File: config.mk
export PLATFORM = sky130hd
export DESIGN_NAME = ifetch_flat
export DESIGN_NICKNAME = d
export VERILOG_FILES = /design/src/rtl/rv32i_pkg.sv /design/src/rtl/ifetch_if.sv /design/src/rtl/ifetch_fifo.sv /design/src/rtl/ifetch.sv /design/src/flat_wrapper.sv
export SDC_FILE = /design/constraint.sdc
export NUM_CORES = 1
export LEC_CHECK = 0
export ABC_AREA = 1
export CORE_MARGIN = 8
export CORE_UTILIZATION = 40
export DETAILED_ROUTE_END_ITERATION = 8
export DONT_BUFFER_PORTS = 1
export GPL_ROUTABILITY_DRIVEN = 0
export GPL_TIMING_DRIVEN = 0
export PLACE_DENSITY = 0.56
export SLEW_MARGIN = 20
export SYNTH_ARGS = -nofsm -noshare
export SYNTH_HDL_FRONTEND = slang
export SYNTH_HIERARCHICAL = 1
export SYNTH_SLANG_ARGS = --single-unit
File: constraint.sdc
create_clock -name clk -period 6.1 [get_ports clk]
set_input_delay 0.915 -clock clk [delete_from_list [all_inputs] [get_ports clk]]
set_output_delay 0.915 -clock clk [all_outputs]
set_load 0.02 [all_outputs]
File: src/rtl/rv32i_pkg.sv
// Shared RV32I fetch definitions: datapath width, the canonical NOP and the
// {pc, instr} entry carried from instruction memory to decode.
package rv32i_pkg;

    localparam int XLEN = 32;
    localparam logic [XLEN-1:0] NOP_INSTR = 32'h0000_0013;

    typedef struct packed {
        logic [XLEN-1:0] pc;
        logic [XLEN-1:0] instr;
    } fetch_entry_t;

endpackage

File: src/rtl/ifetch_if.sv
// Instruction-memory request/response channel and decode hand-off channel of
// the fetch stage; master is the fetch unit, slave is the memory/decode side.
interface ifetch_if;
    import rv32i_pkg::*;

    logic            imem_req;
    logic [XLEN-1:0] imem_addr;
    logic            imem_gnt;
    logic            imem_rvalid;
    logic [XLEN-1:0] imem_rdata;
    logic            id_valid;
    logic            id_ready;
    logic [XLEN-1:0] id_instr;
    logic [XLEN-1:0] id_pc;

    modport master (
        output imem_req, imem_addr, id_valid, id_instr, id_pc,
        input  imem_gnt, imem_rvalid, imem_rdata, id_ready
    );

    modport slave (
        input  imem_req, imem_addr, id_valid, id_instr, id_pc,
        output imem_gnt, imem_rvalid, imem_rdata, id_ready
    );

endinterface

File: src/rtl/ifetch_fifo.sv
// Small synchronous FIFO with flush; DEPTH is a power of two so pointers wrap
// naturally. Simultaneous push and pop is accepted even when full.
module ifetch_fifo #(
    parameter int  DEPTH = 2,
    parameter type T     = logic [31:0],
    localparam int PW    = $clog2(DEPTH),
    localparam int CW    = PW + 1
) (
    input  logic          clk,
    input  logic          rst,
    input  logic          push_i,
    input  T              din_i,
    input  logic          pop_i,
    input  logic          flush_i,
    output T              dout_o,
    output logic          full_o,
    output logic          empty_o,
    output logic [CW-1:0] count_o
);

    T              mem_q [DEPTH];
    logic [PW-1:0] wptr_q, wptr_d;
    logic [PW-1:0] rptr_q, rptr_d;
    logic [CW-1:0] count_q, count_d;
    logic          do_push;
    logic          do_pop;

    // Next pointers and occupancy; flush wins over any push or pop.
    always_comb begin
        do_pop  = pop_i && (count_q != '0);
        do_push = push_i && ((count_q != CW'(DEPTH)) || do_pop);
        if (flush_i) begin
            wptr_d  = '0;
            rptr_d  = '0;
            count_d = '0;
        end else begin
            wptr_d  = wptr_q + PW'(do_push);
            rptr_d  = rptr_q + PW'(do_pop);
            count_d = count_q + CW'(do_push) - CW'(do_pop);
        end
    end

    // Pointer and occupancy registers.
    always_ff @(posedge clk or posedge rst) begin
        if (rst) begin
            wptr_q  <= '0;
            rptr_q  <= '0;
            count_q <= '0;
        end else begin
            wptr_q  <= wptr_d;
            rptr_q  <= rptr_d;
            count_q <= count_d;
        end
    end

    // Entry storage; contents are only observed while the entry is counted.
    always_ff @(posedge clk) begin
        if (do_push && !flush_i) begin
            mem_q[wptr_q] <= din_i;
        end
    end

    assign dout_o  = mem_q[rptr_q];
    assign full_o  = (count_q == CW'(DEPTH));
    assign empty_o = (count_q == '0);
    assign count_o = count_q;

endmodule

File: src/rtl/ifetch.sv
// Instruction fetch stage: issues credit-limited in-order requests, tracks
// in-flight addresses, buffers responses for decode and drops stale ones.
module ifetch
    import rv32i_pkg::*;
#(
    parameter int              DEPTH    = 2,
    parameter logic [XLEN-1:0] RESET_PC = 32'h0000_0000
) (
    input  logic            clk,
    input  logic            rst,
    input  logic [XLEN-1:0] pc_in,
    output logic            pc_advance,
    input  logic            flush,
    output logic            fetch_misaligned,
    ifetch_if.master        bus
);

    localparam int CW = $clog2(DEPTH) + 1;

    logic [CW-1:0]   drop_q, drop_d;
    logic [CW-1:0]   outstanding;
    logic [CW-1:0]   occupancy;
    logic [CW+1:0]   used;
    logic            credit_ok;
    logic            misaligned;
    logic            req;
    logic            gnt_fire;
    logic            rsp_take;
    logic            rsp_live;
    logic            pop;
    logic            infl_full, infl_empty;
    logic            buf_full, buf_empty;
    logic [XLEN-1:0] head_pc;
    fetch_entry_t    rsp_entry;
    fetch_entry_t    head_entry;

    // Request, credit and response-routing decisions; drop_cnt bookkeeping.
    always_comb begin
        used       = {2'b00, outstanding} + {2'b00, drop_q} + {2'b00, occupancy};
        credit_ok  = (used < (CW+2)'(DEPTH)) && !infl_full;
        misaligned = (pc_in[1:0] != 2'b00);
        req        = !rst && !flush && !misaligned && credit_ok;
        gnt_fire   = req && bus.imem_gnt;
        pop        = !buf_empty && bus.id_ready;
        rsp_live   = bus.imem_rvalid && ((drop_q != '0) || !infl_empty);
        rsp_take   = bus.imem_rvalid && (drop_q == '0) && !infl_empty && !flush
                     && (!buf_full || pop);
        rsp_entry.pc    = head_pc;
        rsp_entry.instr = bus.imem_rdata;
        // On flush every live fetch becomes a pending drop, minus this cycle's response.
        if (flush) begin
            drop_d = drop_q + outstanding - CW'(rsp_live);
        end else if (bus.imem_rvalid && (drop_q != '0)) begin
            drop_d = drop_q - CW'(1);
        end else begin
            drop_d = drop_q;
        end
    end

    // Stale-response counter.
    always_ff @(posedge clk or posedge rst) begin
        if (rst) begin
            drop_q <= '0;
        end else begin
            drop_q <= drop_d;
        end
    end

    ifetch_fifo #(.DEPTH(DEPTH), .T(logic [XLEN-1:0])) u_inflight (
        .clk     (clk),
        .rst     (rst),
        .push_i  (gnt_fire),
        .din_i   (pc_in),
        .pop_i   (rsp_take),
        .flush_i (flush),
        .dout_o  (head_pc),
        .full_o  (infl_full),
        .empty_o (infl_empty),
        .count_o (outstanding)
    );

    ifetch_fifo #(.DEPTH(DEPTH), .T(fetch_entry_t)) u_ibuf (
        .clk     (clk),
        .rst     (rst),
        .push_i  (rsp_take),
        .din_i   (rsp_entry),
        .pop_i   (pop),
        .flush_i (flush),
        .dout_o  (head_entry),
        .full_o  (buf_full),
        .empty_o (buf_empty),
        .count_o (occupancy)
    );

    assign bus.imem_req   = req;
    assign bus.imem_addr  = pc_in;
    assign pc_advance     = gnt_fire;
    assign fetch_misaligned = misaligned && !flush;
    assign bus.id_valid   = !buf_empty;
    assign bus.id_instr   = buf_empty ? NOP_INSTR : head_entry.instr;
    assign bus.id_pc      = buf_empty ? RESET_PC  : head_entry.pc;

endmodule

File: src/flat_wrapper.sv
// flat-port wrapper written by rule: the top's interface ports become plain ports
module ifetch_flat import rv32i_pkg::*;
#(
    parameter int              DEPTH    = 2,
    parameter logic [XLEN-1:0] RESET_PC = 32'h0000_0000
)
  (clk, rst, pc_in, pc_advance, flush, fetch_misaligned, bus_imem_req, bus_imem_addr, bus_id_valid, bus_id_instr, bus_id_pc, bus_imem_gnt, bus_imem_rvalid, bus_imem_rdata, bus_id_ready);
  ifetch_if bus_i ();
  input  logic clk;
  input  logic rst;
  input  logic [XLEN-1:0] pc_in;
  output logic pc_advance;
  input  logic flush;
  output logic fetch_misaligned;
  output wire logic [$bits(bus_i.imem_req)-1:0] bus_imem_req;
  output wire logic [$bits(bus_i.imem_addr)-1:0] bus_imem_addr;
  output wire logic [$bits(bus_i.id_valid)-1:0] bus_id_valid;
  output wire logic [$bits(bus_i.id_instr)-1:0] bus_id_instr;
  output wire logic [$bits(bus_i.id_pc)-1:0] bus_id_pc;
  input wire logic [$bits(bus_i.imem_gnt)-1:0] bus_imem_gnt;
  input wire logic [$bits(bus_i.imem_rvalid)-1:0] bus_imem_rvalid;
  input wire logic [$bits(bus_i.imem_rdata)-1:0] bus_imem_rdata;
  input wire logic [$bits(bus_i.id_ready)-1:0] bus_id_ready;
  assign bus_imem_req = bus_i.imem_req;
  assign bus_imem_addr = bus_i.imem_addr;
  assign bus_id_valid = bus_i.id_valid;
  assign bus_id_instr = bus_i.id_instr;
  assign bus_id_pc = bus_i.id_pc;
  assign bus_i.imem_gnt = bus_imem_gnt;
  assign bus_i.imem_rvalid = bus_imem_rvalid;
  assign bus_i.imem_rdata = bus_imem_rdata;
  assign bus_i.id_ready = bus_id_ready;
  ifetch #(.DEPTH(DEPTH), .RESET_PC(RESET_PC)) u_core (.clk(clk), .rst(rst), .pc_in(pc_in), .pc_advance(pc_advance), .flush(flush), .fetch_misaligned(fetch_misaligned), .bus(bus_i));
endmodule
* Yosys cells after proc, flatten, opt, wreduce, memory -nomap -nowiden
Memory sizes are Yosys's and may differ from the RTL's. Cells that the tools add are included.
Storage, ports and cells: register bits 10, memory bits (writable) 192, input bits 70, output and inout port bits 100, word-level logic and storage cells 79, memories kept 2
Memory list:
- u_core.u_ibuf.mem_q | depth 2, bits a word 64, rd ports 1, clocked after memory_dff 0, wr ports 1, line ifetch_fifo.sv:21 | T mem_q [DEPTH];
- u_core.u_inflight.mem_q | depth 2, bits a word 32, rd ports 1, clocked after memory_dff 0, wr ports 1, line ifetch_fifo.sv:21
Operators by class: $add $sub $neg 13, $lt $le $gt $ge 1, equal/unequal tests 4, multiplexer cells 14, reduce and logical (&&, ||, !) cells 38
Operator list (count):
- 32-bit two-way mux | 2
- 1-bit logical AND | 19
- 2-bit nonzero test | 5
- 1-bit two-way mux | 8
- 2-bit two-way mux | 4
- 1-bit logical NOT | 7
- 2-bit logical NOT | 3
- 2-bit by 1-bit subtractor with 2-bit output | 3
- 1-bit adder | 4
- 2-bit by 1-bit adder with 2-bit output | 2
- 4-bit by 2-bit adder with 4-bit output | 1
- 2-bit equality test, second input constant | 2
- 1-bit logical OR | 4
- 4-bit by 2-bit < comparator with 1-bit output, second input constant | 1
- 2-bit inequality test, second input constant | 2
- 2-bit by 2-bit adder with 3-bit output | 1
- 2-bit adder | 1
- 2-bit by 1-bit subtractor with 2-bit output, second input constant | 1

* Depth between registers and ports, before layout
Gate-level depths: netlist of run 1.
depth in word-level cells 11, mapped depth 18

* Modules after synthesis
The synthesis of run 1 kept the hierarchy.
By module, submodules not included:
- ifetch_fifo at u_core.u_ibuf | instances 1, cells each 238, area an instance 5026.1 um2, sequential area each 3943.8 um2
- ifetch_fifo at u_core.u_inflight | instances 1, cells each 139, area an instance 2711.4 um2, sequential area each 2021.9 um2
- ifetch | instances 1, cells each 224, area an instance 1149.9 um2, sequential area each 50.0 um2

* Least setup slack after synthesis of run 1
No wires, ideal clock.
kind input-to-reg, from in bus_imem_rvalid, to mem u_core/u_ibuf/mem_q[0][0] (netlist name), enable pin, setup time 565 ps, data arrival time 5859 ps, slack -324 ps, cell stages on the path 6, path buffers 0, path through inv_1 nor2_1 nand3_1 a21oi_1 nand2_1 nor3_1
On the way: cells in the longest elaborated chain, start to end 8
RTL lines:
- start: declaration | line flat_wrapper.sv:21 | input wire logic [$bits(bus_i.imem_rvalid)-1:0] bus_imem_rvalid;
- 1-bit logical AND (3 in series) | line ifetch.sv:46 | rsp_take = bus.imem_rvalid && (drop_q == '0) && !infl_empty && !flush
- 1-bit logical AND | line ifetch.sv:47 | && (!buf_full || pop);
- named net u_core.rsp_take | line ifetch.sv:28 | logic rsp_take;
- 1-bit logical AND | line ifetch_fifo.sv:31 | do_push = push_i && ((count_q != CW'(DEPTH)) || do_pop);
- 1-bit logical AND | line ifetch_fifo.sv:58 | if (do_push && !flush_i) begin
- 1-bit two-way mux | line ifetch_fifo.sv:58
- 1-bit two-way mux (not written as such) | line ifetch_fifo.sv:59 | mem_q[wptr_q] <= din_i;
- end: declaration | line ifetch_fifo.sv:21
The timed path passes the listed nets, and every way through them passes these cells.

* Final worst setup path of run 1
from reg u_core.u_inflight.count_q[1] (netlist: u_core/u_inflight/count_o[1]), to out pc_advance
On the way: cells in the longest elaborated chain, start to end 6, elaborated cells on any way between the ends 8, those cells by class add/sub (2); order compare (1); eq/ne (1); reduce/logical (4)
RTL lines:
- start: declaration | line ifetch_fifo.sv:24 | logic [CW-1:0] count_q, count_d;
- start signal: assignment | line ifetch_fifo.sv:52 | count_q <= count_d;
- 2-bit by 2-bit adder with 3-bit output | line ifetch.sv:39 | used = {2'b00, outstanding} + {2'b00, drop_q} + {2'b00, occupancy};
- 4-bit by 2-bit adder with 4-bit output | line ifetch.sv:39
- 4-bit by 2-bit < comparator with 1-bit output | line ifetch.sv:40 | credit_ok = (used < (CW+2)'(DEPTH)) && !infl_full;
- 1-bit logical AND (*) | line ifetch.sv:40
- 1-bit logical AND (*) | line ifetch.sv:42 | req = !rst && !flush && !misaligned && credit_ok;
- 1-bit logical AND (*) | line ifetch.sv:43 | gnt_fire = req && bus.imem_gnt;
- end: declaration | line flat_wrapper.sv:12 | output logic pc_advance;
Every way passes the cells marked *; elsewhere a longest branch is shown, timed or not.

==> metrics.txt, run 1 <==
# TYPE chip_impl_metric gauge
chip_impl_metric{name="p_sw_share",unit="%"} 20.2
chip_impl_info{name="crit_path_start_kind",value="flip-flop"} 1
chip_impl_metric{name="post-route-worst-setup-slack",unit="ns"} 2.55
chip_impl_metric{name="io_buffer_count",unit=""} 0
chip_impl_info{name="timing.hold.worst.class",value="in -> async"} 1
chip_impl_metric{name="detail_route.iter0.violations",unit=""} 174
chip_impl_metric{name="pwr-share-comb",unit="%"} 4.2
chip_impl_metric{name="powerDensity",unit="mW/mm²"} 287
chip_impl_metric{name="place_worst_setup_slack",unit="ns"} 2.57
chip_impl_metric{name="cts_hold_buffers",unit=""} 0
chip_impl_metric{name="ir_drop",unit="µV"} 198
chip_impl_metric{name="vias_per_cell",unit=""} 4.68
chip_impl_info{name="synth_largest_area_cell",value="sky130_fd_sc_hd__edfxtp_1"} 1
chip_impl_metric{name="antenna_cells_inserted",unit=""} 0
chip_impl_metric{name="relative_max_transition_margin",unit="%"} 52.5
chip_impl_info{name="synth_area_leaders",value="sky130_fd_sc_hd__edfxtp_1 (65%), sky130_fd_sc_hd__mux2_4 (11%), sky130_fd_sc_hd__inv_1 (4.2%), sky130_fd_sc_hd__mux2_2 (3.8%), sky130_fd_sc_hd__nor2_1 (3.5%)"} 1
chip_impl_metric{name="grt_overflow",unit=""} 0
chip_impl_info{name="crit_path_cell_trace",value="inv_1, fa_1, inv_1, ha_1, nor3_1, nand2_1, nor2_1"} 1
chip_impl_metric{name="worst_ep_required_time",unit="ns"} 5.18
chip_impl_metric{name="worst_setup_hold_path_clk_slew",unit="ns"} 0.06
chip_impl_metric{name="cap_viol_max_count",unit=""} 0
chip_impl_metric{name="cpPeakStageDelay",unit="ns"} 0.51
chip_impl_info{name="crit_top_cell",value="sky130_fd_sc_hd__inv_1"} 1
chip_impl_metric{name="ports_placed_on_the_boundary",unit=""} 170
chip_impl_metric{name="p_switching",unit="µW"} 590
chip_impl_metric{name="timing.critical_path.arrival",unit="ns"} 2.64
chip_impl_metric{name="synth_top_area_share",unit="%"} 64.9
chip_impl_metric{name="globalRouteTotalUtil",unit="%"} 12.3
chip_impl_metric{name="cp_num_buf_inv",unit=""} 2
chip_impl_info{name="yosysMostFrequentCell",value="sky130_fd_sc_hd__edfxtp_1"} 1
chip_impl_metric{name="area_of_the_die",unit="mm²"} 0.0272
chip_impl_metric{name="fin_crit_sh",unit="%"} 58.2
chip_impl_metric{name="synth_async_sr_flop_share",unit="%"} 4.95
chip_impl_metric{name="synth_seq_area_share",unit="%"} 67.7
chip_impl_info{name="clock_tree.root_cell",value="sky130_fd_sc_hd__clkbuf_16"} 1
chip_impl_info{name="dominantRegCellSynth",value="sky130_fd_sc_hd__edfxtp_1"} 1
chip_impl_metric{name="inserted_clock_buffers",unit=""} 22
chip_impl_metric{name="grt_pass1_wl",unit="µm"} 26000
chip_impl_info{name="worstReg2RegStart",value="u_core/u_inflight/count_o[1]"} 1
chip_impl_metric{name="clkPwrFrac",unit="%"} 43.4
chip_impl_metric{name="ff2ff_setup_slack",unit="ns"} 2.61
chip_impl_metric{name="area_growth_syn_to_layout",unit="%"} 14.5
chip_impl_metric{name="drv_slew",unit=""} 0
chip_impl_metric{name="achievable-frequency",unit="MHz"} 282
chip_impl_metric{name="cellInternalPower",unit="µW"} 2330
chip_impl_metric{name="mappedNetlistNets",unit=""} 680
chip_impl_metric{name="clk_latency",unit="ns"} 0.49
chip_impl_info{name="synth.cells.most_frequent",value="sky130_fd_sc_hd__edfxtp_1 (192), sky130_fd_sc_hd__inv_1 (100), sky130_fd_sc_hd__nor2_1 (82), sky130_fd_sc_hd__mux2_4 (66), sky130_fd_sc_hd__buf_4 (33)"} 1
chip_impl_info{name="timing.critical_path.slowest_stage_cell",value="sky130_fd_sc_hd__fa_1"} 1
chip_impl_metric{name="wire_per_inst",unit="µm"} 18.2
chip_impl_metric{name="clock_sink_count",unit=""} 202
chip_impl_metric{name="critPathMaxFanout",unit=""} 5
chip_impl_metric{name="std_cell_rows",unit=""} 54
chip_impl_metric{name="finalCriticalPeriod",unit="ns"} 3.55
chip_impl_metric{name="worst_pin_slew",unit="ns"} 0.711
chip_impl_info{name="status",value="finished clean"} 1
chip_impl_info{name="setup.worst_path.end",value="pc_advance"} 1
chip_impl_metric{name="post_synth.cell_area_avg",unit="µm²"} 14.8
chip_impl_metric{name="start_util",unit="%"} 40.7
chip_impl_metric{name="maximum_number_of_pins_on_one_net_before_global_route_repair",unit=""} 23
chip_impl_metric{name="yosys.cell_types.count",unit=""} 22
chip_impl_metric{name="core-area",unit="mm²"} 0.0218
chip_impl_metric{name="synthesis.area",unit="mm²"} 0.00889
chip_impl_info{name="criticalPathCategory",value="reg -> out"} 1
chip_impl_metric{name="fin_nets",unit=""} 716
chip_impl_metric{name="netlist_instances",unit=""} 601
chip_impl_metric{name="leak",unit="µW"} 0.00393
chip_impl_metric{name="setup_viol",unit=""} 0
chip_impl_metric{name="num-fill-cells",unit=""} 1900
chip_impl_metric{name="r2r_cells",unit=""} 10
chip_impl_metric{name="cts_repair_resizes",unit=""} 0
chip_impl_metric{name="hpwlAfterDp",unit="µm"} 12600
chip_impl_metric{name="power",unit="µW"} 2920
chip_impl_metric{name="seq_power_share",unit="%"} 52.4
chip_impl_metric{name="yosysWarningCount",unit=""} 6
chip_impl_metric{name="number_of_antenna_violations_at_the_first_check_in_global_routing",unit=""} 0
chip_impl_metric{name="vias",unit=""} 4368
chip_impl_info{name="endpoint_kind",value="primary output"} 1
chip_impl_metric{name="number_of_enable_flip_flop_cells_after_synthesis",unit=""} 192
chip_impl_metric{name="post_route_cells_drive_above_1_share",unit="%"} 30.3
chip_impl_info{name="crit_path_start",value="u_core/u_inflight/count_o[1]"} 1
chip_impl_metric{name="die-height",unit="µm"} 165
chip_impl_metric{name="h-tree-depth",unit=""} 1
chip_impl_metric{name="worstSetupPathDepth",unit=""} 7
chip_impl_info{name="setup_repair_after_global_routing_missed_its_margin",value="false"} 1
chip_impl_metric{name="drt_first_pass_iters",unit=""} 4
chip_impl_metric{name="number_of_buffers_between_clock_root_and_the_deepest_sink",unit=""} 3
chip_impl_info{name="cts_tree",value="done"} 1
chip_impl_info{name="crit_family",value="simple AND/OR/NAND/NOR gates"} 1
chip_impl_metric{name="hold_violations",unit=""} 0
chip_impl_metric{name="detail_route.wirelength",unit="µm"} 17000
chip_impl_metric{name="dieWidth",unit="µm"} 165
chip_impl_metric{name="cts_setup_buffers",unit=""} 0
chip_impl_metric{name="clock_skew",unit="ns"} 0.0136
chip_impl_metric{name="grt_pass1_vias",unit=""} 4791
chip_impl_metric{name="final_antenna_net_count",unit=""} 0
chip_impl_info{name="worst_r2r_endpoint",value="u_core/u_inflight/mem_q[1][26]"} 1
chip_impl_metric{name="ys_seq_elements",unit=""} 202
chip_impl_metric{name="route.detailed.drc",unit=""} 0
worst min-delay path by stage:
stage                                   start                          to  slack [ns]  cells past startpoint
2_1_floorplan        u_core/u_inflight/wptr_q    u_core/u_inflight/wptr_q        0.50                      2
3_3_place_gp         u_core/u_inflight/wptr_q    u_core/u_inflight/wptr_q        0.52                      2
3_5_place_dp   u_core/u_inflight/mem_q[0][14]  u_core/u_ibuf/mem_q[0][46]        0.54                      1
4_1_cts                                   rst            u_core/drop_q[1]        0.14                      1
5_1_grt                                   rst            u_core/drop_q[1]        0.14                      1
6_report                                  rst            u_core/drop_q[1]        0.16                      1
worst reg2reg max path, delay by kind of cell (launching register included):
kind | cells | cell delay (ns)
fa+ha+maj | 2 | 0.79
buf+inv | 3 | 0.36
simple gates | 5 | 1.59
flops | 1 | 0.43
sequential cells by signal (all words and copies together), names as in the netlist:
register and flops:
u_core/u_inflight/count_o 2, u_core/u_ibuf/wptr_q 1, u_core/u_inflight/rptr_q 1, u_core/u_inflight/mem_q 64, u_core/drop_q 2, u_core/u_ibuf/count_o 2, u_core/u_inflight/wptr_q 1, u_core/u_ibuf/rptr_q 1
u_core/u_ibuf/mem_q 128
layer usage:
metal	vias up	global-route usage (%)	wire, µm
met5	-	0	0
met4	0	3.28	349
met3	28	4.91	1860
met2	141	21.4	8160
met1	2124	13.7	6650
li1	2075	-	-
through the flow:
step                hold WS, ns  utilization, %  TNS (ns)  cells  instance area [µm²]
detailed placement        0.544            43.4         0    893                 9470
global route              0.144            46.6         0    933                10200
floorplan                 0.501               -         0    601                 8890
finish                    0.159            46.6         0    933                10200
global placement          0.520            42.4    -66.08    881                 9240
CTS                       0.138            46.6         0    933                10200
kinds of logic after synthesis:
| logic type | share of synthesized area, % |
|---|---|
| simple gates | 5.90 |
| mux | 15.0 |
| fa+ha+maj | 1.35 |
| xor+xnor | 0.197 |
| compound gates | 0.591 |
| buf+inv | 9.32 |
| flops | 67.7 |
cells in the final DEF (no fill, tap or decap), types with 8 or more instances in the layout:
cell	instances
sky130_fd_sc_hd__buf_4	37
sky130_fd_sc_hd__mux2_2	30
sky130_fd_sc_hd__nand3_1	9
sky130_fd_sc_hd__inv_1	100
sky130_fd_sc_hd__buf_6	12
sky130_fd_sc_hd__edfxtp_1	192
sky130_fd_sc_hd__ha_1	8
sky130_fd_sc_hd__dfrtp_1	10
sky130_fd_sc_hd__nor2_1	80
sky130_fd_sc_hd__clkbuf_16	23
sky130_fd_sc_hd__nand2_1	32
sky130_fd_sc_hd__mux2_4	66
power groups by stage:
stage	Clock [µW]	Combinational (µW)	Sequential [µW]
after floorplan	0	101	1560
after CTS	1300	123	1530
after global placement	0	113	1560
after global routing	1350	137	1530
final	1260	122	1530
after detailed placement	0	123	1560
cell type report:
class,count,area (µm²),share of cell area (%)
Buffer,50,453,4.45
Sequential cell,202,6020,59.1
Multi-Input combinational cell,249,2070,20.4
Timing Repair Buffer,12,205,2.02
Clock inverter,11,83.8,0.824
Clock buffer,29,618,6.07
Inverter,100,375,3.69
Tap cell,280,350,3.44
Note: power is estimated with default switching activity, not from simulation.
==> run 2: changes to the inputs <==
- clock period: 6.1 -> 3.12 ns (I/O delays scaled with it)
==> metrics.txt, run 2 (same netlist as run 1, synthesis figures left out) <==
# TYPE chip_impl_metric gauge
chip_impl_metric{name="start_util",unit="%"} 40.7
chip_impl_info{name="clock_tree.root_cell",value="sky130_fd_sc_hd__clkbuf_16"} 1
chip_impl_metric{name="setup_viol",unit=""} 0
chip_impl_metric{name="final-instance-count-excl-fill",unit=""} 941
chip_impl_metric{name="io_buffer_count",unit=""} 0
chip_impl_metric{name="worst_ep_required_time",unit="ns"} 3.32
chip_impl_metric{name="route.detailed.drc",unit=""} 0
chip_impl_metric{name="clock_sink_count",unit=""} 202
chip_impl_metric{name="grt_pass1_vias",unit=""} 4736
chip_impl_metric{name="ports_placed_on_the_boundary",unit=""} 170
chip_impl_metric{name="grt_met3_usage",unit="%"} 4.98
chip_impl_info{name="cts_tree",value="done"} 1
chip_impl_metric{name="globalRouteTotalUtil",unit="%"} 12.4
chip_impl_info{name="mostFrequentLayoutCell",value="sky130_fd_sc_hd__edfxtp_1"} 1
chip_impl_metric{name="post-place-cells",unit=""} 892
chip_impl_metric{name="ir_drop",unit="µV"} 413
chip_impl_metric{name="fin_tns_setup",unit="ns"} 0
chip_impl_metric{name="worst_setup_hold_path_clk_slew",unit="ns"} 0.06
chip_impl_metric{name="clock_skew",unit="ns"} 0.00746
chip_impl_info{name="busiest_layer",value="met2"} 1
chip_impl_metric{name="number_of_antenna_violations_at_the_first_check_in_global_routing",unit=""} 0
chip_impl_metric{name="fin_crit_sh",unit="%"} 93.0
chip_impl_metric{name="area_of_the_die",unit="mm²"} 0.0272
chip_impl_info{name="criticalPathCategory",value="reg -> reg"} 1
chip_impl_metric{name="worst_pin_slew",unit="ns"} 0.509
chip_impl_metric{name="leak",unit="µW"} 0.00394
chip_impl_metric{name="area_growth_syn_to_layout",unit="%"} 15.2
chip_impl_info{name="final_cell_mix",value="sky130_fd_sc_hd__edfxtp_1 (192), sky130_fd_sc_hd__inv_1 (99), sky130_fd_sc_hd__nor2_1 (79)"} 1
chip_impl_metric{name="met2_usage",unit="%"} 21.9
chip_impl_metric{name="hold_violations",unit=""} 0
chip_impl_metric{name="relative_max_transition_margin",unit="%"} 66.0
chip_impl_metric{name="largest_register_ff_count",unit=""} 128
chip_impl_metric{name="hpwlAfterDp",unit="µm"} 12500
chip_impl_metric{name="die-height",unit="µm"} 165
chip_impl_metric{name="final_core_utilization",unit="%"} 46.9
chip_impl_info{name="largest_register",value="u_core/u_ibuf/mem_q"} 1
chip_impl_info{name="reg_top3",value="u_core/u_ibuf/mem_q x128, u_core/u_inflight/mem_q x64"} 1
chip_impl_metric{name="final_antenna_net_count",unit=""} 0
chip_impl_metric{name="timing.critical_path.arrival",unit="ns"} 3.10
chip_impl_metric{name="fin_nets",unit=""} 726
chip_impl_metric{name="powerDensity",unit="mW/mm²"} 547
chip_impl_metric{name="dieWidth",unit="µm"} 165
chip_impl_metric{name="h-tree-depth",unit=""} 1
chip_impl_metric{name="core-area",unit="mm²"} 0.0218
chip_impl_metric{name="std_cell_rows",unit=""} 54
chip_impl_metric{name="multi_input_area",unit="mm²"} 0.00211
chip_impl_metric{name="postLayoutCellArea",unit="mm²"} 0.0102
chip_impl_metric{name="maximum_number_of_pins_on_one_net_before_global_route_repair",unit=""} 21
chip_impl_metric{name="area_post_placement",unit="mm²"} 0.00948
chip_impl_metric{name="critPathMaxFanout",unit=""} 5
chip_impl_metric{name="vias",unit=""} 4416
chip_impl_metric{name="wire_per_inst",unit="µm"} 18.3
chip_impl_metric{name="drv_slew",unit=""} 0
chip_impl_metric{name="num-fill-cells",unit=""} 1925
chip_impl_metric{name="post-route-worst-setup-slack",unit="ns"} 0.220
chip_impl_metric{name="finalCriticalPeriod",unit="ns"} 2.90
chip_impl_metric{name="ff_latch_area",unit="mm²"} 0.00602
chip_impl_metric{name="inserted_clock_buffers",unit=""} 22
chip_impl_metric{name="clk_latency",unit="ns"} 0.49
chip_impl_info{name="timing.hold.worst.class",value="in -> reg"} 1
chip_impl_info{name="endpoint_kind",value="flip-flop"} 1
chip_impl_metric{name="number_of_buffers_between_clock_root_and_the_deepest_sink",unit=""} 3
chip_impl_metric{name="post_route_cells_drive_above_1_share",unit="%"} 30.4
chip_impl_metric{name="detail_route.wirelength",unit="µm"} 17200
chip_impl_metric{name="drt_first_pass_iters",unit=""} 4
chip_impl_metric{name="cap_viol_max_count",unit=""} 0
chip_impl_info{name="status",value="finished clean"} 1
chip_impl_metric{name="detail_route.iter0.violations",unit=""} 146
chip_impl_metric{name="vias_per_cell",unit=""} 4.69
chip_impl_info{name="setup_repair_after_global_routing_missed_its_margin",value="false"} 1
chip_impl_metric{name="grt_overflow",unit=""} 0
chip_impl_metric{name="grt_pass1_wl",unit="µm"} 26200
chip_impl_metric{name="place_worst_setup_slack",unit="ns"} -0.310
chip_impl_metric{name="antenna_cells_inserted",unit=""} 0
chip_impl_info{name="crit_path_start_kind",value="flip-flop"} 1
chip_impl_metric{name="achievable-frequency",unit="MHz"} 345
chip_impl_metric{name="grtUsageMet1",unit="%"} 13.7
[run 2: changes by cell type in the layout (fill, tap and decap cells not counted), moves of 2 or more]
cell,previous run,this run
sky130_fd_sc_hd__clkinv_1,1,8
sky130_fd_sc_hd__clkinv_2,7,0
sky130_fd_sc_hd__buf_4,37,41
sky130_fd_sc_hd__buf_6,12,16
sky130_fd_sc_hd__clkbuf_1,4,6
sky130_fd_sc_hd__clkbuf_8,2,0
sky130_fd_sc_hd__clkinvlp_4,2,0
sky130_fd_sc_hd__nand2_1,32,30
sky130_fd_sc_hd__nand2_2,1,3
sky130_fd_sc_hd__nor2_4,2,4
[run 2: power breakdown]
| part | switching (µW) | internal, µW | leakage [µW] |
|---|---|---|---|
| logic | 148 | 95.6 | 0.00177 |
| clock network | 949 | 1410 | 0.000317 |
| registers | 13.9 | 2980 | 0.00186 |
[run 2: final cells by class]
class                      count  share of cell area (%)
clock buffer                  29                    5.84
sequential                   202                    58.8
buffer                        50                    4.42
tap                          280                    3.42
timing repair buffer          21                    2.71
inverter                     100                    3.67
multi-input combinational    250                    20.6
clock inverter                 9                   0.587
[run 2: final timing paths]
path | start | to | slack (ns) | depth (start not counted)
min in group asynchronous | rst | u_core/drop_q[1] | 0.36 | 2
hold reg to reg | u_core/u_inflight/mem_q[1][3] | u_core/u_ibuf/mem_q[1][35] | 0.55 | 1
setup reg to reg | u_core/u_inflight/count_o[1] | u_core/u_inflight/mem_q[1][9] | 0.22 | 12
hold / removal | flush | u_core/u_inflight/count_o[0] | 0.04 | 1
setup / recovery | u_core/u_inflight/count_o[1] | u_core/u_inflight/mem_q[1][9] | 0.22 | 12
max in group asynchronous | rst | u_core/u_ibuf/wptr_q | 2.56 | 2
[run 2: what timing repair did]
action / in CTS / in global routing
pin swaps: 3 / 1
resized for setup: 1 / 0
hold buffers: 1 / 0
endpoints found under the setup margin: 55 / 1
setup buffers: 9 / 0
cloned: 1 / 0
hold endpoints to repair: 10 / 0
[run 2: per-stage QoR]
step | hold slack, ns | power (µW)
finish | 0.0354 | 5600
floorplan | 0.209 | 3240
global placement | 0.216 | 3270
CTS | 0.0145 | 5680
global route | 0.0107 | 5800
detailed placement | 0.220 | 3290
[run 2: metal layers]
metal | vias up | share of wire, % | routed length, µm
met4 | 0 | 2.0 | 353
met1 | 2136 | 38 | 6520
met2 | 157 | 48 | 8350
li1 | 2095 | - | -
met5 | - | 0 | 0
met3 | 28 | 12 | 2020
[run 2: critical path, cell delays in order, from the launching register on]
cell and delay (ns):
sky130_fd_sc_hd__dfrtp_1 0.45, sky130_fd_sc_hd__inv_1 0.09, sky130_fd_sc_hd__fa_1 0.51, sky130_fd_sc_hd__inv_1 0.05
sky130_fd_sc_hd__ha_1 0.19, sky130_fd_sc_hd__inv_1 0.05, sky130_fd_sc_hd__nand2_1 0.04, sky130_fd_sc_hd__nor3_1 0.16
sky130_fd_sc_hd__nand2_1 0.14, sky130_fd_sc_hd__nor2_4 0.24, sky130_fd_sc_hd__nand3_1 0.29, sky130_fd_sc_hd__nor2_4 0.22
sky130_fd_sc_hd__buf_4 0.18
